$ cat config.mk
export PLATFORM = sky130hd
export DESIGN_NAME = bus_master_if_flat
export DESIGN_NICKNAME = d
export VERILOG_FILES = /design/src/rtl/bus_master_if_if.sv /design/src/rtl/bus_master_if.sv /design/src/flat_wrapper.sv
export SDC_FILE = /design/constraint.sdc
export NUM_CORES = 1
export LEC_CHECK = 0
export ABC_AREA = 1
export BUFFER_PORTS_ARGS = -buffer_cell sky130_fd_sc_hd__buf_2
export CORE_UTILIZATION = 35
export DETAILED_ROUTE_END_ITERATION = 16
export PLACE_DENSITY = 0.7
export SKIP_LAST_GASP = 1
export SYNTH_ARGS = -nofsm -noshare
export SYNTH_HDL_FRONTEND = slang
export SYNTH_SLANG_ARGS = --single-unit
$ cat constraint.sdc
create_clock -name clk -period 4.3 [get_ports clk]
set_input_delay 0.86 -clock clk [delete_from_list [all_inputs] [get_ports clk]]
set_output_delay 0.86 -clock clk [all_outputs]
set_load 0.03 [all_outputs]
$ cat src/rtl/bus_master_if_if.sv
// System-bus signal bundle between a bus master and the arbiter / slave mux.
interface bus_master_if_if #(
  parameter int unsigned DATA_W = 32,
  parameter int unsigned ADDR_W = 30
) ();
  logic              bus_req;
  logic              bus_grnt;
  logic              bus_as;
  logic              bus_rw;
  logic [ADDR_W-1:0] bus_addr;
  logic [DATA_W-1:0] bus_wr_data;
  logic [DATA_W-1:0] s_rd_data;
  logic              s_ready;

  modport master (
    output bus_req, bus_as, bus_rw, bus_addr, bus_wr_data,
    input  bus_grnt, s_rd_data, s_ready
  );

  modport slave (
    input  bus_req, bus_as, bus_rw, bus_addr, bus_wr_data,
    output bus_grnt, s_rd_data, s_ready
  );
endinterface

$ cat src/rtl/bus_master_if.sv
// Master-side bus interface: arbitrates for the system bus on behalf of a
// pipeline stage, runs one access at a time and stalls the pipeline until the
// slave answers or the access times out.
module bus_master_if #(
  parameter int unsigned DATA_W  = 32,
  parameter int unsigned ADDR_W  = 30,
  parameter int unsigned TIMEOUT = 255,
  parameter int unsigned CNT_W   = 8
) (
  input  logic              clk,
  input  logic              reset_n,
  input  logic              cpu_req,
  input  logic              cpu_rw,
  input  logic [ADDR_W-1:0] cpu_addr,
  input  logic [DATA_W-1:0] cpu_wr_data,
  input  logic              stall,
  input  logic              flush,
  output logic              cpu_busy,
  output logic [DATA_W-1:0] cpu_rd_data,
  output logic              cpu_err,
  bus_master_if_if.master   bus
);

  localparam logic [CNT_W-1:0] CNT_LAST = CNT_W'(TIMEOUT - 1);

  typedef enum logic [1:0] {
    IDLE   = 2'd0,
    REQ    = 2'd1,
    ACCESS = 2'd2,
    STALL  = 2'd3
  } state_t;

  state_t            state_q, state_d;
  logic              req_q, req_d;
  logic              as_q, as_d;
  logic              rw_q, rw_d;
  logic [ADDR_W-1:0] addr_q, addr_d;
  logic [DATA_W-1:0] wd_q, wd_d;
  logic [CNT_W-1:0]  cnt_q, cnt_d;
  logic [DATA_W-1:0] rd_buf_q, rd_buf_d;
  logic              done;

  assign bus.bus_req     = req_q;
  assign bus.bus_as      = as_q;
  assign bus.bus_rw      = rw_q;
  assign bus.bus_addr    = addr_q;
  assign bus.bus_wr_data = wd_q;

  // State and bus-side registers; reset drops the bus immediately.
  always_ff @(posedge clk or negedge reset_n) begin
    if (!reset_n) begin
      state_q  <= IDLE;
      req_q    <= 1'b0;
      as_q     <= 1'b0;
      rw_q     <= 1'b0;
      addr_q   <= '0;
      wd_q     <= '0;
      cnt_q    <= '0;
      rd_buf_q <= '0;
    end else begin
      state_q  <= state_d;
      req_q    <= req_d;
      as_q     <= as_d;
      rw_q     <= rw_d;
      addr_q   <= addr_d;
      wd_q     <= wd_d;
      cnt_q    <= cnt_d;
      rd_buf_q <= rd_buf_d;
    end
  end

  // Next-state, next bus values and combinational pipeline-side outputs.
  always_comb begin
    state_d     = state_q;
    req_d       = req_q;
    as_d        = as_q;
    rw_d        = rw_q;
    addr_d      = addr_q;
    wd_d        = wd_q;
    cnt_d       = cnt_q;
    rd_buf_d    = rd_buf_q;
    done        = 1'b0;
    cpu_busy    = 1'b0;
    cpu_rd_data = '0;
    cpu_err     = 1'b0;

    unique case (state_q)
      IDLE: begin
        if (cpu_req && !flush) begin
          cpu_busy = 1'b1;
          rw_d     = cpu_rw;
          addr_d   = cpu_addr;
          wd_d     = cpu_wr_data;
          req_d    = 1'b1;
          state_d  = REQ;
        end
      end

      REQ: begin
        cpu_busy = 1'b1;
        if (flush) begin
          req_d   = 1'b0;
          state_d = IDLE;
        end else if (bus.bus_grnt) begin
          as_d    = 1'b1;
          cnt_d   = '0;
          state_d = ACCESS;
        end
      end

      ACCESS: begin
        // flush is deliberately ignored here: a started bus cycle always ends.
        if (bus.s_ready) begin
          cpu_rd_data = rw_q ? bus.s_rd_data : '0;
          rd_buf_d    = cpu_rd_data;
          done        = 1'b1;
        end else if (cnt_q == CNT_LAST) begin
          cpu_err  = 1'b1;
          rd_buf_d = '0;
          done     = 1'b1;
        end else begin
          cpu_busy = 1'b1;
          cnt_d    = cnt_q + CNT_W'(1);
        end
        if (done) begin
          req_d   = 1'b0;
          as_d    = 1'b0;
          state_d = stall ? STALL : IDLE;
        end
      end

      STALL: begin
        cpu_rd_data = rd_buf_q;
        if (!stall) state_d = IDLE;
      end

      default: state_d = IDLE;
    endcase
  end

endmodule

$ cat src/flat_wrapper.sv
// flat-port wrapper written by rule: the top's interface ports become plain ports
module bus_master_if_flat 
#(
  parameter int unsigned DATA_W  = 32,
  parameter int unsigned ADDR_W  = 30,
  parameter int unsigned TIMEOUT = 255,
  parameter int unsigned CNT_W   = 8
)
  (clk, reset_n, cpu_req, cpu_rw, cpu_addr, cpu_wr_data, stall, flush, cpu_busy, cpu_rd_data, cpu_err, bus_bus_req, bus_bus_as, bus_bus_rw, bus_bus_addr, bus_bus_wr_data, bus_bus_grnt, bus_s_rd_data, bus_s_ready);
  bus_master_if_if #(.DATA_W(DATA_W), .ADDR_W(ADDR_W)) bus_i ();
  input  logic clk;
  input  logic reset_n;
  input  logic cpu_req;
  input  logic cpu_rw;
  input  logic [ADDR_W-1:0] cpu_addr;
  input  logic [DATA_W-1:0] cpu_wr_data;
  input  logic stall;
  input  logic flush;
  output logic cpu_busy;
  output logic [DATA_W-1:0] cpu_rd_data;
  output logic cpu_err;
  output wire logic [$bits(bus_i.bus_req)-1:0] bus_bus_req;
  output wire logic [$bits(bus_i.bus_as)-1:0] bus_bus_as;
  output wire logic [$bits(bus_i.bus_rw)-1:0] bus_bus_rw;
  output wire logic [$bits(bus_i.bus_addr)-1:0] bus_bus_addr;
  output wire logic [$bits(bus_i.bus_wr_data)-1:0] bus_bus_wr_data;
  input wire logic [$bits(bus_i.bus_grnt)-1:0] bus_bus_grnt;
  input wire logic [$bits(bus_i.s_rd_data)-1:0] bus_s_rd_data;
  input wire logic [$bits(bus_i.s_ready)-1:0] bus_s_ready;
  assign bus_bus_req = bus_i.bus_req;
  assign bus_bus_as = bus_i.bus_as;
  assign bus_bus_rw = bus_i.bus_rw;
  assign bus_bus_addr = bus_i.bus_addr;
  assign bus_bus_wr_data = bus_i.bus_wr_data;
  assign bus_i.bus_grnt = bus_bus_grnt;
  assign bus_i.s_rd_data = bus_s_rd_data;
  assign bus_i.s_ready = bus_s_ready;
  bus_master_if #(.DATA_W(DATA_W), .ADDR_W(ADDR_W), .TIMEOUT(TIMEOUT), .CNT_W(CNT_W)) u_core (.clk(clk), .reset_n(reset_n), .cpu_req(cpu_req), .cpu_rw(cpu_rw), .cpu_addr(cpu_addr), .cpu_wr_data(cpu_wr_data), .stall(stall), .flush(flush), .cpu_busy(cpu_busy), .cpu_rd_data(cpu_rd_data), .cpu_err(cpu_err), .bus(bus_i));
endmodule
After elaboration in Yosys (flattened, before gate mapping) --
Index checks and enable logic that the tools add are counted.
Cells by class: reduce and logical (&&, ||, !) cells 12, mux-type cells 33, add/sub/neg operators 1, eq/ne operators 13
Operator list (number):
- $mux W32 | 4
- $pmux W32 S2 | 1
- $mux W8 | 4
- $pmux W8 S2 | 1
- $mux W1 | 13
- $mux W2 | 6
- $ne A2 B2 Y1 const B | 6
- $reduce_and A4 Y1 | 3
- $add A8 B1 Y8 const B | 1
- $eq A8 B8 Y1 const B | 1
- $pmux W2 S4 | 1
- $pmux W1 S3 | 2
- $reduce_and A5 Y1 | 1
- $eq A2 B2 Y1 const B | 2
- $ne A2 B1 Y1 const B | 2
- $reduce_and A2 Y1 | 2
- $reduce_bool A2 Y1 | 2
- $ne A3 B3 Y1 const B | 1
- $reduce_bool A3 Y1 | 1
- $eq A2 B1 Y1 const B | 1
- $logic_not A2 Y1 | 1
- $pmux W1 S2 | 1
- $logic_and A1 B1 Y1 | 1
- $logic_not A1 Y1 | 1
Word-level totals: input bits 102, logic and storage cells 67, register bits 107, output and inout port bits 99

Depth between registers and ports, before layout --
Gate-level depths: netlist of run 1.
depth after elaboration 6, depth in mapped cells 9, mapped depth without buffers 9

Least setup slack after synthesis of run 1 --
No wires, ideal clock.
path type in2out, start input flush, end output cpu_busy, data required time 3440 ps, cell stages on the path 4, buffers on the path 1, data arrival time 1794 ps, slack 1646 ps, cell sequence inv_2 nand3_4 buf_6 a31oi_1
Between the ends: cells in the longest elaborated chain, start to end 4
RTL lines:
- start, declared | line flat_wrapper.sv:18 | input logic flush;
- $logic_not A1 Y1 | line bus_master_if.sv:89 | if (cpu_req && !flush) begin
- $logic_and A1 B1 Y1 | line bus_master_if.sv:89
- $mux W1 | line bus_master_if.sv:89
- $pmux W1 S3 | line bus_master_if.sv:87 | unique case (state_q)
- end, declared | line flat_wrapper.sv:19 | output logic cpu_busy;
Every way passes these cells.

Worst setup path in the final report of run 1 --
start register u_core.state_q[0], end output cpu_rd_data[27]
Between the ends: cells in the longest elaborated chain, start to end 2, elaborated cells between the ends (all ways) 3, classes of those cells eq/ne (2); mux (1)
RTL lines:
- start, declared | line bus_master_if.sv:33 | state_t state_q, state_d;
- start signal, assigned | line bus_master_if.sv:61 | state_q <= state_d;
- $eq A2 B2 Y1 | line bus_master_if.sv:87
- $pmux W32 S2 (*) | line bus_master_if.sv:87
- end, declared | line flat_wrapper.sv:20 | output logic [DATA_W-1:0] cpu_rd_data;
Mark *: on every way between the ends. The rest lies on a longest branch, timed or not.

==> results of run 1 <==
[metrics by stage]
stage / hold WS, ps / std cells / utilization
final: 479 / 800 / 0.467
after global routing: 514 / 800 / 0.467
after CTS: 484 / 800 / 0.467
after detailed placement: 460 / 784 / 0.442
after global placement: 464 / 784 / 0.442
after floorplan: 487 / 425 / -
[registers in the layout (all words and copies together), names as in the netlist]
name,count
u_core.bus.bus_addr,30
u_core.bus.bus_rw,1
u_core.bus.bus_as,1
u_core.bus.bus_req,1
u_core.cnt_q,8
u_core.bus.bus_wr_data,32
u_core.rd_buf_q,32
u_core.state_q,2
[cell families (layout without fill, tap and decap cells)]
family,after synthesis,in the layout,share of synthesized area
AO/OA/AOI/OAI,80,80,0.102
flip-flops,107,107,0.562
multiplexers,63,63,0.149
buffers and inverters,98,297,0.0953
AND/OR/NAND/NOR,68,68,0.0693
adder cells (fa/ha/maj),8,8,0.0210
XOR/XNOR,1,1,0.00184
[path summary, 6_finish.rpt]
| path | slack [ps] | to |
|---|---|---|
| worst max-delay path | 690 | cpu_rd_data[27] |
| worst min-delay path | 480 | u_core.bus.bus_req |
| worst max register to register | 1770 | u_core.rd_buf_q[22] |
| worst min register to register | 480 | u_core.bus.bus_req |
| max in group asynchronous | 2650 | u_core.bus.bus_wr_data[20] |
| min in group asynchronous | 660 | u_core.cnt_q[1] |
[cell type report]
class                           instances  area share
Clock buffer                           11      0.0393
Clock inverter                          5      0.0138
Inverter                               78      0.0474
Multi-Input combinational cell        220       0.265
Sequential cell                       107       0.433
Tap cell                              176      0.0356
Timing Repair Buffer                  203       0.166
[worst register-to-register path, stage by stage, from the launching register on]
cell and delay (ps):
dfrtp_1 430, inv_1 130, ha_1 450, nand3_2 720
buf_4 500, o22ai_1 210
[power breakdown]
part / switching [W] / internal, W / total [W]
clock network: 0.000363 / 0.000530 / 0.000893
logic: 0.00137 / 0.000708 / 0.00208
registers: 0.000208 / 0.00148 / 0.00169
total: 0.00194 / 0.00272 / 0.00466
[cells in the mapped netlist (all sizes together), types with 2 or more instances]
library cell / count
ha: 8
nand3: 14
o22ai: 64
o21ai: 7
buf: 17
nand4: 3
a21oi: 5
nor2: 11
clkbuf: 3
inv: 78
dfrtp: 107
o21bai: 2
nand2: 37
a31oi: 2
mux2: 63
[routing by layer]
layer	up-vias	track usage	part of all wire
met5	-	0	0
met4	0	0.0775	0.023
met3	18	0.0333	0.055
met2	132	0.270	0.50
met1	1803	0.193	0.42
li1	1818	-	-
==> results.cfg, run 1 <==
[place]
pre_cts_ws_ps = 1080
dp_hpwl_mm = 8.03
port-buffer-count = 200
place.gp.congestion = 0.830
dpl-instance-area_um2 = 5850

[worst_setup_path]
path_depth = 5
critPathKind = flop to output pin
crit_fanout = 46
slowest_stage = nand3_2
cp_slowest_stage_delay_ps = 720
cp_num_buf_inv = 2
worstSetupStartpointType = flop
r2r_cells = 5
cp_cell_sequence = inv_1 -> ha_1 -> nand3_2 -> o22ai_1 -> buf_2
r2r-start = u_core.state_q[0]
crit_required_ps = 3440
worst_setup_path_end_kind = output pin
crit_start = u_core.state_q[0]
crit_arrival_ps = 2750
critical_path.top_delay_family = simple AND/OR/NAND/NOR gates

[die]
fp.dieH_um = 119
rows = 42
ios = 201
start_util = 0.360
core_um2 = 13200
dieWidth_um = 119
die_area_um2 = 14100

[cts]
holdBufCountCts = 0
clk_latency_ps = 350
post_cts_resized = 0
post-cts-setup-buffers = 0
cts_buffers = 9
cts_tree = built
htreeDepth = 3
clk_pin_slew_ps = 70
clock-sinks = 107
clock_path_buffers = 2
root_buffer = clkbuf_16

[sta]
skew_ps = 12.1
finalSetupViolCount = 0
fin_crit_sh = 0.841
max_freq_mhz = 277
slew_headroom = 0.358
rsz0062_at_grt = false
finalSetupTns_ps = 0
tightest_slew_ps = 963
finalCriticalPeriod_ps = 3610
timing.final.ws_setup_ps = 686
slew_violations = 0
final_hold_viol_count = 0

[drt]
wl_mm = 10.9
wire_per_inst_um = 13.6
final_antenna_net_count = 0
drt_iter0_markers = 193
drc_errors = 0
dr.pass1.iters = 4
vias_per_cell = 4.71
vias = 3771

[power_and_ir_drop]
leakage_nw = 3.18
ir_drop_mv = 0.314
p_per_area_nw_per_um2 = 754
p_total_w = 0.00466

[global_routing]
antenna_found_initial = 0
grt_start_max_net_pins = 77
grt-ovfl-total = 0
grt_pass1_vias = 3651
grt_pass1_wl_mm = 17.6
grtUsageTotal = 0.159

[finish]
layout_common_cells = buf_2 (199), dfrtp_1 (107), inv_1 (77)
final_common_cell = buf_2
multi_input_area_um2 = 1640
fin_nets = 729
num-fill-cells = 1226
stdcell_area_um2 = 6180
drive_gt1_frac = 0.458
area_growth_pct = 29.6
register_area_um2 = 2680
n_antenna_cell = 0

[yosys]
ys_types = 27
synth_cells = 425
synth_area_per_cell_um2 = 11.2
synth_area_leaders = dfrtp_1 (56%), mux2_2 (14%), o22ai_1 (8.4%)
yosysWarnings = 0
synth_top_area_cell = dfrtp_1
synth_flop_cell = dfrtp_1
synth_area_um2 = 4770
ys_seq_area_frac = 0.562
synth.top_cell.area_share = 0.562
synth-edff-count = 0
syn-num-nets = 535
async_flop_share = 1.00
yosys_register_bits = 107

[min_path]
hp-class = flop to flop
hold_path.startpoint = u_core.bus.bus_req
worstHoldPathCells = 2

[flow_run]
maxCapViolCount = 0

[run_status]
status = completed
Power figures use the tool's default switching activity.
==> run 2: changes to the inputs <==
==> constraint.sdc (replaced) <==
create_clock -name clk -period 3.5 [get_ports clk]
set_input_delay 0.7 -clock clk [delete_from_list [all_inputs] [get_ports clk]]
set_output_delay 0.7 -clock clk [all_outputs]
set_load 0.03 [all_outputs]
==> results.cfg, run 2 (synthesis results as in run 1) <==
[worst_setup_path]
worstSetupStartpointType = flop
crit_required_ps = 2800
r2r_setup_slack_ps = 1380
crit_fanout = 52
crit_arrival_ps = 2240
critPathKind = flop to output pin
worst_setup_path_end_kind = output pin

[power_and_ir_drop]
p_per_area_nw_per_um2 = 911
p_comb_frac = 0.452
switching_share = 0.421
pwr-share-seq = 0.367
p_clk_frac = 0.180
switching_power_w = 0.00238
leakage_nw = 3.19
internal_power_w = 0.00327
ir_drop_mv = 0.472

[cts]
cts_buffers = 9
holdBufCountCts = 0
cts_tree = built
clock-sinks = 107
clock_path_buffers = 2
clk_pin_slew_ps = 70
clk_latency_ps = 350
root_buffer = clkbuf_16
htreeDepth = 3
post-cts-setup-buffers = 0

[sta]
final_hold_viol_count = 0
fin_crit_sh = 0.839
finalCriticalPeriod_ps = 2940
finalSetupTns_ps = 0
slew_headroom = 0.376
timing.final.ws_setup_ps = 562
tightest_slew_ps = 935
skew_ps = 8.80
max_freq_mhz = 340
finalSetupViolCount = 0
timing.hold.ws_ps = 447
slew_violations = 0
rsz0062_at_grt = false

[run_status]
status = completed

[finish]
final_common_cell = buf_2
drive_gt1_frac = 0.462
layout_common_cells = buf_2 (199), dfrtp_1 (107), inv_1 (77)
register_area_um2 = 2680
num-fill-cells = 1265
fin_nets = 732
multi_input_area_um2 = 1640
n_antenna_cell = 0
area_growth_pct = 30.0

[place]
place.gp.congestion = 0.828
dp_hpwl_mm = 8.09
pre_cts_ws_ps = 571
port-buffer-count = 200

[drt]
final_antenna_net_count = 0
wl_mm = 10.8
drt_iter0_markers = 178
vias_per_cell = 4.74
drc_errors = 0
wire_per_inst_um = 13.5
dr.pass1.iters = 4
vias = 3801

[die]
ios = 201
die_area_um2 = 14100
rows = 42
start_util = 0.360
dieWidth_um = 119
core_um2 = 13200
fp.dieH_um = 119

[global_routing]
grt_start_max_net_pins = 68
grt_pass1_wl_mm = 17.6
antenna_found_initial = 0
grt-ovfl-total = 0
grt_pass1_vias = 3731
grtUsageTotal = 0.158

[min_path]
hp-class = input pin to asynchronous set/reset pin

[flow_run]
maxCapViolCount = 0
[run 2: layer usage]
layer,wire length (um),vias to the layer above,global-route usage,part of all wire
li1,-,1829,-,-
met1,4490,1802,0.187,0.41
met2,5410,145,0.267,0.50
met3,668,25,0.0415,0.062
met4,282,0,0.0744,0.026
met5,0,-,0,0
[run 2: layout make-up]
type | count | share of cell area
flip-flops and latches | 107 | 0.432
multi-input cells | 220 | 0.265
repair buffers | 206 | 0.171
inverters | 78 | 0.0472
clock buffers | 10 | 0.0386
well taps | 176 | 0.0355
clock inverters | 5 | 0.0101
[run 2: power by group through the flow]
stage	logic (W)	registers, W	clock network (W)
CTS	0.00257	0.00208	0.00105
floorplan	0.00109	0.00285	0
detailed placement	0.00257	0.00210	0
global placement	0.00252	0.00206	0
global route	0.00274	0.00215	0.00110
finish	0.00256	0.00207	0.00102
[run 2: metrics by stage]
stage           util  area, um2  cells  total power [W]
2_1_floorplan      -       4770    425          0.00393
3_3_place_gp   0.445       5890    787          0.00458
3_5_place_dp   0.445       5890    787          0.00467
4_1_cts        0.467       6190    802          0.00571
5_1_grt        0.468       6200    802          0.00600
6_report       0.468       6200    802          0.00565
[run 2: path summary, 6_finish.rpt]
kind / from / endpoint / depth (start not counted)
worst max-delay path: u_core.state_q[0] / cpu_rd_data[22] / 6
worst min-delay path: reset_n / u_core.rd_buf_q[31] / 1
worst max register to register: u_core.state_q[0] / u_core.bus.bus_wr_data[15] / 5
worst min register to register: u_core.bus.bus_req / u_core.bus.bus_req / 2
max in group asynchronous: reset_n / u_core.rd_buf_q[27] / 2
min in group clk: u_core.bus.bus_req / u_core.bus.bus_req / 2
[run 2: critical path, cell delays in order (launching register included)]
cell and delay (ps):
dfrtp_1 430, inv_1 130, ha_1 160, buf_4 190
nand3_4 410, o22ai_1 290, buf_2 240
[run 2: what timing repair did]
item / in CTS / in global routing
setup endpoints to repair: 0 / 10
resized for setup: 0 / 1
hold endpoints to repair: 0 / 0
